### config.mk
export PLATFORM = sky130hd
export DESIGN_NAME = ray_packer
export DESIGN_NICKNAME = d
export VERILOG_FILES = /design/src/rtl/ray_packer_pkg.sv /design/src/rtl/ray_word_fifo.sv /design/src/rtl/ray_packer.sv
export SDC_FILE = /design/constraint.sdc
export NUM_CORES = 1
export LEC_CHECK = 0
export CORE_ASPECT_RATIO = 2
export CORE_MARGIN = 2
export CORE_UTILIZATION = 37
export DETAILED_ROUTE_END_ITERATION = 10
export GPL_TIMING_DRIVEN = 0
export PLACE_DENSITY = 0.59
export SLEW_MARGIN = 15
export SYNTH_ARGS = -nofsm -noshare
export SYNTH_HDL_FRONTEND = slang
export SYNTH_HIERARCHICAL = 1
export SYNTH_SLANG_ARGS = --single-unit
export TNS_END_PERCENT = 1
### constraint.sdc
create_clock -name iClock -period 12.8 [get_ports iClock]
set_input_delay 2.56 -clock iClock [delete_from_list [all_inputs] [get_ports iClock]]
set_output_delay 2.56 -clock iClock [all_outputs]
set_load 0.05 [all_outputs]
### src/rtl/ray_packer_pkg.sv
// ray_packer_pkg: shared types and defaults for the ray packing stage.
// Contents: GPU word width and type, pixel coordinate width, default
// resolution and the 2-bit packer state encoding.
package ray_packer_pkg;
   localparam int GPU_WORD_W = 32;
   localparam int RAY_PIXEL_W = 16;
   localparam int RAY_RES_X = 320;
   localparam int RAY_RES_Y = 240;
   typedef logic [GPU_WORD_W-1:0] gpuWord_t;
   typedef enum logic [1:0] {
      S_X   = 2'd0,
      S_Y   = 2'd1,
      S_Z   = 2'd2,
      S_OUT = 2'd3
   } rayState_t;
endpackage

### src/rtl/ray_word_fifo.sv
// ray_word_fifo: synchronous first-word-fall-through FIFO.
// Ports: iClock/iReset (sync, active high), iFlush (sync empty),
//        iPush/iData write side, iPop/oData read side (oData is the head),
//        oFull, oEmpty, oCount (exact occupancy).
// A push while full is only accepted when a pop happens in the same cycle.
module ray_word_fifo #(
   parameter int DATA_WIDTH = 32,
   parameter int DEPTH = 8
) (
   input  logic                     iClock,
   input  logic                     iReset,
   input  logic                     iFlush,
   input  logic                     iPush,
   input  logic [DATA_WIDTH-1:0]    iData,
   input  logic                     iPop,
   output logic [DATA_WIDTH-1:0]    oData,
   output logic                     oFull,
   output logic                     oEmpty,
   output logic [$clog2(DEPTH):0]   oCount
);
   localparam int AW = $clog2(DEPTH);
   logic [DATA_WIDTH-1:0] rMem [DEPTH];
   logic [AW-1:0] rRdPtr, rWrPtr;
   logic doRead, doWrite;
   assign oFull = oCount == (AW+1)'(DEPTH);
   assign oEmpty = oCount == '0;
   assign doRead = iPop && !oEmpty;
   assign doWrite = iPush && (!oFull || doRead);
   assign oData = rMem[rRdPtr];
   always_ff @(posedge iClock) begin
      if (doWrite) rMem[rWrPtr] <= iData;
   end
   // Pointers wrap naturally because DEPTH is a power of two.
   always_ff @(posedge iClock) begin
      if (iReset || iFlush) begin
         rRdPtr <= '0;
         rWrPtr <= '0;
         oCount <= '0;
      end else begin
         if (doWrite) rWrPtr <= rWrPtr + 1'b1;
         if (doRead) rRdPtr <= rRdPtr + 1'b1;
         oCount <= oCount + (AW+1)'(doWrite) - (AW+1)'(doRead);
      end
   end
endmodule

### src/rtl/ray_packer.sv
// ray_packer: buffers the generation unit's word stream, groups every three
// words into an (X,Y,Z) ray vector, tags it with its pixel coordinate and
// offers it downstream over valid/ready. Flags dropped words.
// Ports: iClock, iReset (sync, active high), iEnable (low = abort/flush),
//        iFifoPush/iFifoData (word stream), oRayValid/iRayReady (handshake),
//        oRayX/Y/Z (vector), oPixelX/Y (tag), oFrameDone (pulse after last
//        pixel accepted), oOverflow (sticky) / iClearStatus, oFifoCount.
// Build option: define RAY_PACKER_PIXEL_TAG_EN to build the pixel counters
// and oFrameDone; otherwise those outputs are tied to 0.
module ray_packer
   import ray_packer_pkg::*;
#(
   parameter int FIFO_DEPTH = 8,
   parameter int RES_X = RAY_RES_X,
   parameter int RES_Y = RAY_RES_Y
) (
   input  logic                          iClock,
   input  logic                          iReset,
   input  logic                          iEnable,
   input  logic                          iFifoPush,
   input  gpuWord_t                      iFifoData,
   output logic                          oRayValid,
   input  logic                          iRayReady,
   output gpuWord_t                      oRayX,
   output gpuWord_t                      oRayY,
   output gpuWord_t                      oRayZ,
   output logic [RAY_PIXEL_W-1:0]        oPixelX,
   output logic [RAY_PIXEL_W-1:0]        oPixelY,
   output logic                          oFrameDone,
   output logic                          oOverflow,
   input  logic                          iClearStatus,
   output logic [$clog2(FIFO_DEPTH):0]   oFifoCount
);
   if (FIFO_DEPTH < 4 || (FIFO_DEPTH & (FIFO_DEPTH - 1)) != 0 || RES_X < 1 || RES_Y < 1) begin : gBadParam
      $error("ray_packer: FIFO_DEPTH must be a power of two >= 4 and RES_X/RES_Y positive");
   end
   rayState_t rState, rNext;
   gpuWord_t headWord;
   logic fifoFull, fifoEmpty, pop, accept, overflow;
   ray_word_fifo #(.DATA_WIDTH(GPU_WORD_W), .DEPTH(FIFO_DEPTH)) uFifo (
      .iClock (iClock),
      .iReset (iReset),
      .iFlush (!iEnable),
      .iPush  (iEnable && iFifoPush),
      .iData  (iFifoData),
      .iPop   (pop),
      .oData  (headWord),
      .oFull  (fifoFull),
      .oEmpty (fifoEmpty),
      .oCount (oFifoCount)
   );
   always_ff @(posedge iClock) begin
      rState <= (iReset || !iEnable) ? S_X : rNext;
   end
   always_comb begin
      rNext = (rState == S_OUT) ? (accept ? S_X : S_OUT)
            : (fifoEmpty ? rState : rayState_t'(rState + 2'd1));
   end
   // Gating with iEnable makes an abort drop oRayValid in the same cycle.
   always_comb begin
      pop = iEnable && rState != S_OUT && !fifoEmpty;
      accept = iEnable && rState == S_OUT && iRayReady;
      oRayValid = iEnable && rState == S_OUT;
      overflow = iEnable && iFifoPush && fifoFull && !pop;
   end
   always_ff @(posedge iClock) begin
      if (iReset) begin
         oRayX <= '0;
         oRayY <= '0;
         oRayZ <= '0;
         oOverflow <= 1'b0;
      end else begin
         if (pop && rState == S_X) oRayX <= headWord;
         if (pop && rState == S_Y) oRayY <= headWord;
         if (pop && rState == S_Z) oRayZ <= headWord;
         oOverflow <= overflow ? 1'b1 : iClearStatus ? 1'b0 : oOverflow;
      end
   end
`ifdef RAY_PACKER_PIXEL_TAG_EN
   logic lastX, lastY;
   assign lastX = oPixelX == RAY_PIXEL_W'(RES_X - 1);
   assign lastY = oPixelY == RAY_PIXEL_W'(RES_Y - 1);
   always_ff @(posedge iClock) begin
      if (iReset || !iEnable) begin
         oPixelX <= '0;
         oPixelY <= '0;
      end else if (accept) begin
         oPixelX <= lastX ? '0 : oPixelX + 1'b1;
         oPixelY <= lastX ? (lastY ? '0 : oPixelY + 1'b1) : oPixelY;
      end
      oFrameDone <= !iReset && accept && lastX && lastY;
   end
`else
   assign oPixelX = '0;
   assign oPixelY = '0;
   assign oFrameDone = 1'b0;
`endif
endmodule

==> flow_summary_export.csv, run 1 <==
group,metric,value,unit
grt,grt_usage,17.3,%
yosys,synth_cell_types,44,
pwr,pwr-share-seq,55.5,%
critical_path,cp.required,10240,ps
pwr,switching_share,22.3,%
grt,antenna_found_initial,1,
grt,grt_pass1_wl,52100,µm
detailed_routing,drt-pass1-iter-count,4,
worst_hold_path,min_delay_path_depth,2,
timing,rsz0062_at_grt,"no",
pwr,internal_power,1.80,mW
die,start_util,37.5,%
detailed_routing,drt_iter0_drc,497,
clock_tree,cts_tree,"built",
critical_path,rr_startpoint,"uFifo/oCount[2]",
timing,setup_viol,0,
timing,holdWs,455,ps
detailed_routing,drc,0,
cells_and_area,fin_nets,1225,
critical_path,regToRegEndpoint,"uFifo/rMem[0][17]",
yosys,synth.area.top_cells,"edfxtp_1 53%, dfxtp_1 15%, mux4_1 7.2%",
die,rows,102,
cells_and_area,layout.cells.non_filler,1720,
timing,tns,0,ps
yosys,synthAdderAreaFrac,1.17,%
critical_path,crit_path_cell_trace,"clkdlybuf4s50_1 -> and2_1 -> clkdlybuf4s50_1",
yosys,yosys.area.top_type,"edfxtp_1",
cells_and_area,syn2layout_area_growth,23.8,%
timing,fmax,148,MHz
placement,place.gp.congestion,0.816,
cells_and_area,layout_common_cells,"256 x edfxtp_1, 200 x nand2_1, 139 x clkdlybuf4s50_1",
grt,grt_max_degree,21,
critical_path,r2r_slack,9050,ps
cells_and_area,drive_above_1_share,19.9,%
yosys,synth_top_family_by_area,"multiplexers",
detailed_routing,routed_wirelength,35700,µm
yosys,netlist_area,14500,µm²
placement,portBuffers,139,
yosys,synth_edf_count,256,
die,core,38700,µm²
yosys,synthArstFlopShare,0,%
critical_path,crit_slowest_cell,"clkdlybuf4s50_1",
timing,skew,13.6,ps
worst_hold_path,holdPathEnd,"oRayX[19]",
yosys,muxShareOfSynthArea,13.7,%
detailed_routing,ant_nets,0,
yosys,netlist_instances,941,
yosys,synth_compound_area_share,4.96,%
pwr,ir_worst_vdd,94.0,µV
clock_tree,cts_hold_buf,0,
outcome,status,"completed",
critical_path,arrival,4180,ps
yosys,ys_seq_area_share,68.4,%
grt,grt_pass1_vias,8383,
clock_tree,htree_levels,1,
detailed_routing,via_per_inst,4.86,
critical_path,slowest_delay,790,ps
placement,placed_cells,1661,
timing,finalCritPeriodShare,52.7,%
clock_tree,clk_pin_slew,70,ps
pwr,power.total,2.31,mW
yosys,synthSimpleGateAreaFrac,7.02,%
clock_tree,numCtsBuffers,31,
yosys,synth.top_cell.area_share,52.9,%
yosys,synth-xor-area-share,0.0603,%
placement,place_ws,6060,ps
clock_tree,clock_path_buffers,3,
yosys,ys_warn_count,6,
critical_path,timing.critical_path.mode_cell,"clkdlybuf4s50_1",
placement,dpl.hpwl,25600,µm
timing,hold_violations,0,
timing,tightest_slew,1080,ps
pwr,p_leak,5.83,nW
yosys,syn_avg_cell_area,15.4,µm²
timing,max_slew_margin,28.0,%
clock_tree,clock-sinks,368,
critical_path,worstSetupPathType,"in2out",
critical_path,cp-start-kind,"input port",
yosys,synth-main-ff-cell,"edfxtp_1",
clock_tree,post_cts_buffers,0,
pwr,comb_power_share,5.1,%
detailed_routing,vias,8364,
pwr,netSwitchingPower,516,µW
run,drv_cap,0,
critical_path,r2r_cells,13,
grt,grt_overflow_total,0,
die,die_h,284,µm
timing,slew_violations,0,
clock_tree,postCtsResizedCells,0,
critical_path,critical_path.max_fanout,10,
worst_hold_path,hold_path_class,"reg2reg",
die,io_pins,173,
timing,finalCriticalPeriod,6740,ps
die,fp.dieW,144,µm
cells_and_area,final_common_cell,"edfxtp_1",
worst_hold_path,hold_start,"oRayX[19]",
pwr,power.density,129,nW/µm²
yosys,ys_ff_latch,368,
detailed_routing,wl_per_cell,20.8,µm
pwr,clock_power_share,39.4,%
clock_tree,cts_root_buffer,"clkbuf_16",
critical_path,crit_path_end_kind,"primary output",
critical_path,cp-startpoint,"iEnable",
clock_tree,clock_latency,590,ps
die,die-area,40900,µm²
timing,setup_ws,6060,ps
-- synth_stat cells, types with 2 or more instances --
cell,instances
or3b_2,2
buf_4,34
dfxtp_1,112
and2_1,3
mux2_2,32
buf_1,10
clkbuf_4,3
nand2_1,200
ha_1,12
a21oi_1,75
mux4_2,24
o21ai_0,4
nor2_1,6
inv_1,12
nor3_1,5
o211ai_1,3
buf_6,7
mux2i_1,4
nand4bb_1,3
or3_1,5
edfxtp_1,256
buf_2,11
nand2b_1,5
and4bb_2,3
clkbuf_1,14
a21oi_2,29
nor2b_1,3
clkbuf_8,9
mux4_1,40
-- worst max-delay path by stage --
stage	endpoint	slack, ps	depth (start not counted)
2_1_floorplan	uFifo/rMem[0][0]	6000	5
3_3_place_gp	uFifo/rMem[0][20]	1150	6
3_5_place_dp	oRayValid	6060	3
4_1_cts	oRayValid	6060	3
5_1_grt	oRayValid	6000	3
6_report	oRayValid	6060	3
-- sequential cells by signal (all words and copies together) (netlist names), named ones only --
register,cells
oRayX,32
oRayZ,32
uFifo/rRdPtr,3
uFifo/rWrPtr,3
oOverflow,1
rState,2
uFifo/oCount,4
oRayY,32
uFifo/rMem,256
-- layout make-up --
cell class	instances	area (µm²)
antenna	2	5.00
buffer	89	631
clock buffer	42	827
clock inverter	15	133
fill	3367	20700
inverter	12	45.0
multi-input combinational	504	4080
sequential	368	9930
tap	520	651
timing repair buffer	168	1670
-- routing by layer --
layer | global-route usage (%) | wire, µm | vias to the layer above | share of wire (%)
li1 | - | - | 3894 | -
met4 | 5.66 | 940 | 0 | 2.6
met5 | 0 | 0 | - | 0
met1 | 20.0 | 13700 | 4181 | 38
met3 | 2.58 | 1910 | 49 | 5.4
met2 | 32.0 | 19100 | 240 | 54
-- power groups by stage --
stage / registers, mW / logic, mW / clock network [mW]
floorplan: 1.32 / 0.0604 / 0
global placement: 1.31 / 0.113 / 0
detailed placement: 1.31 / 0.118 / 0
CTS: 1.28 / 0.118 / 0.934
global route: 1.28 / 0.125 / 0.977
finish: 1.28 / 0.117 / 0.913
-- worst max-delay path: cells and delay by family --
kind          cells  cell delay [ps]
buf+inv           2             1450
simple gates      1              170
-- cell families after synthesis --
group,count (synthesis)
compound gates,117
xor+xnor,1
fa+ha+maj,13
mux,100
simple gates,240
buf+inv,101
flops,368
other cells,1
-- through the flow --
| stage | utilization (%) | area [µm²] |
|---|---|---|
| floorplan | - | 14600 |
| global placement | 43.1 | 16700 |
| detailed placement | 44.0 | 17000 |
| CTS | 46.5 | 18000 |
| global route | 46.5 | 18000 |
| finish | 46.5 | 18000 |
(Power assumes the default switching activity.)
==> run 2, diff against run 1 <==
clock period = 7 ns   (was 12.8 ns; I/O delays follow)
==> results of run 2 <==
The final DEF is identical to that of run 1. Status: completed.
Among the figures that moved: setup slack after placement 6060 ps -> 2220 ps; setup slack after layout 6060 ps -> 2580 ps; register-to-register setup slack 9050 ps -> 3250 ps; total power 2.31 mW -> 4.23 mW; worst IR drop on VDD 94.0 µV -> 172 µV
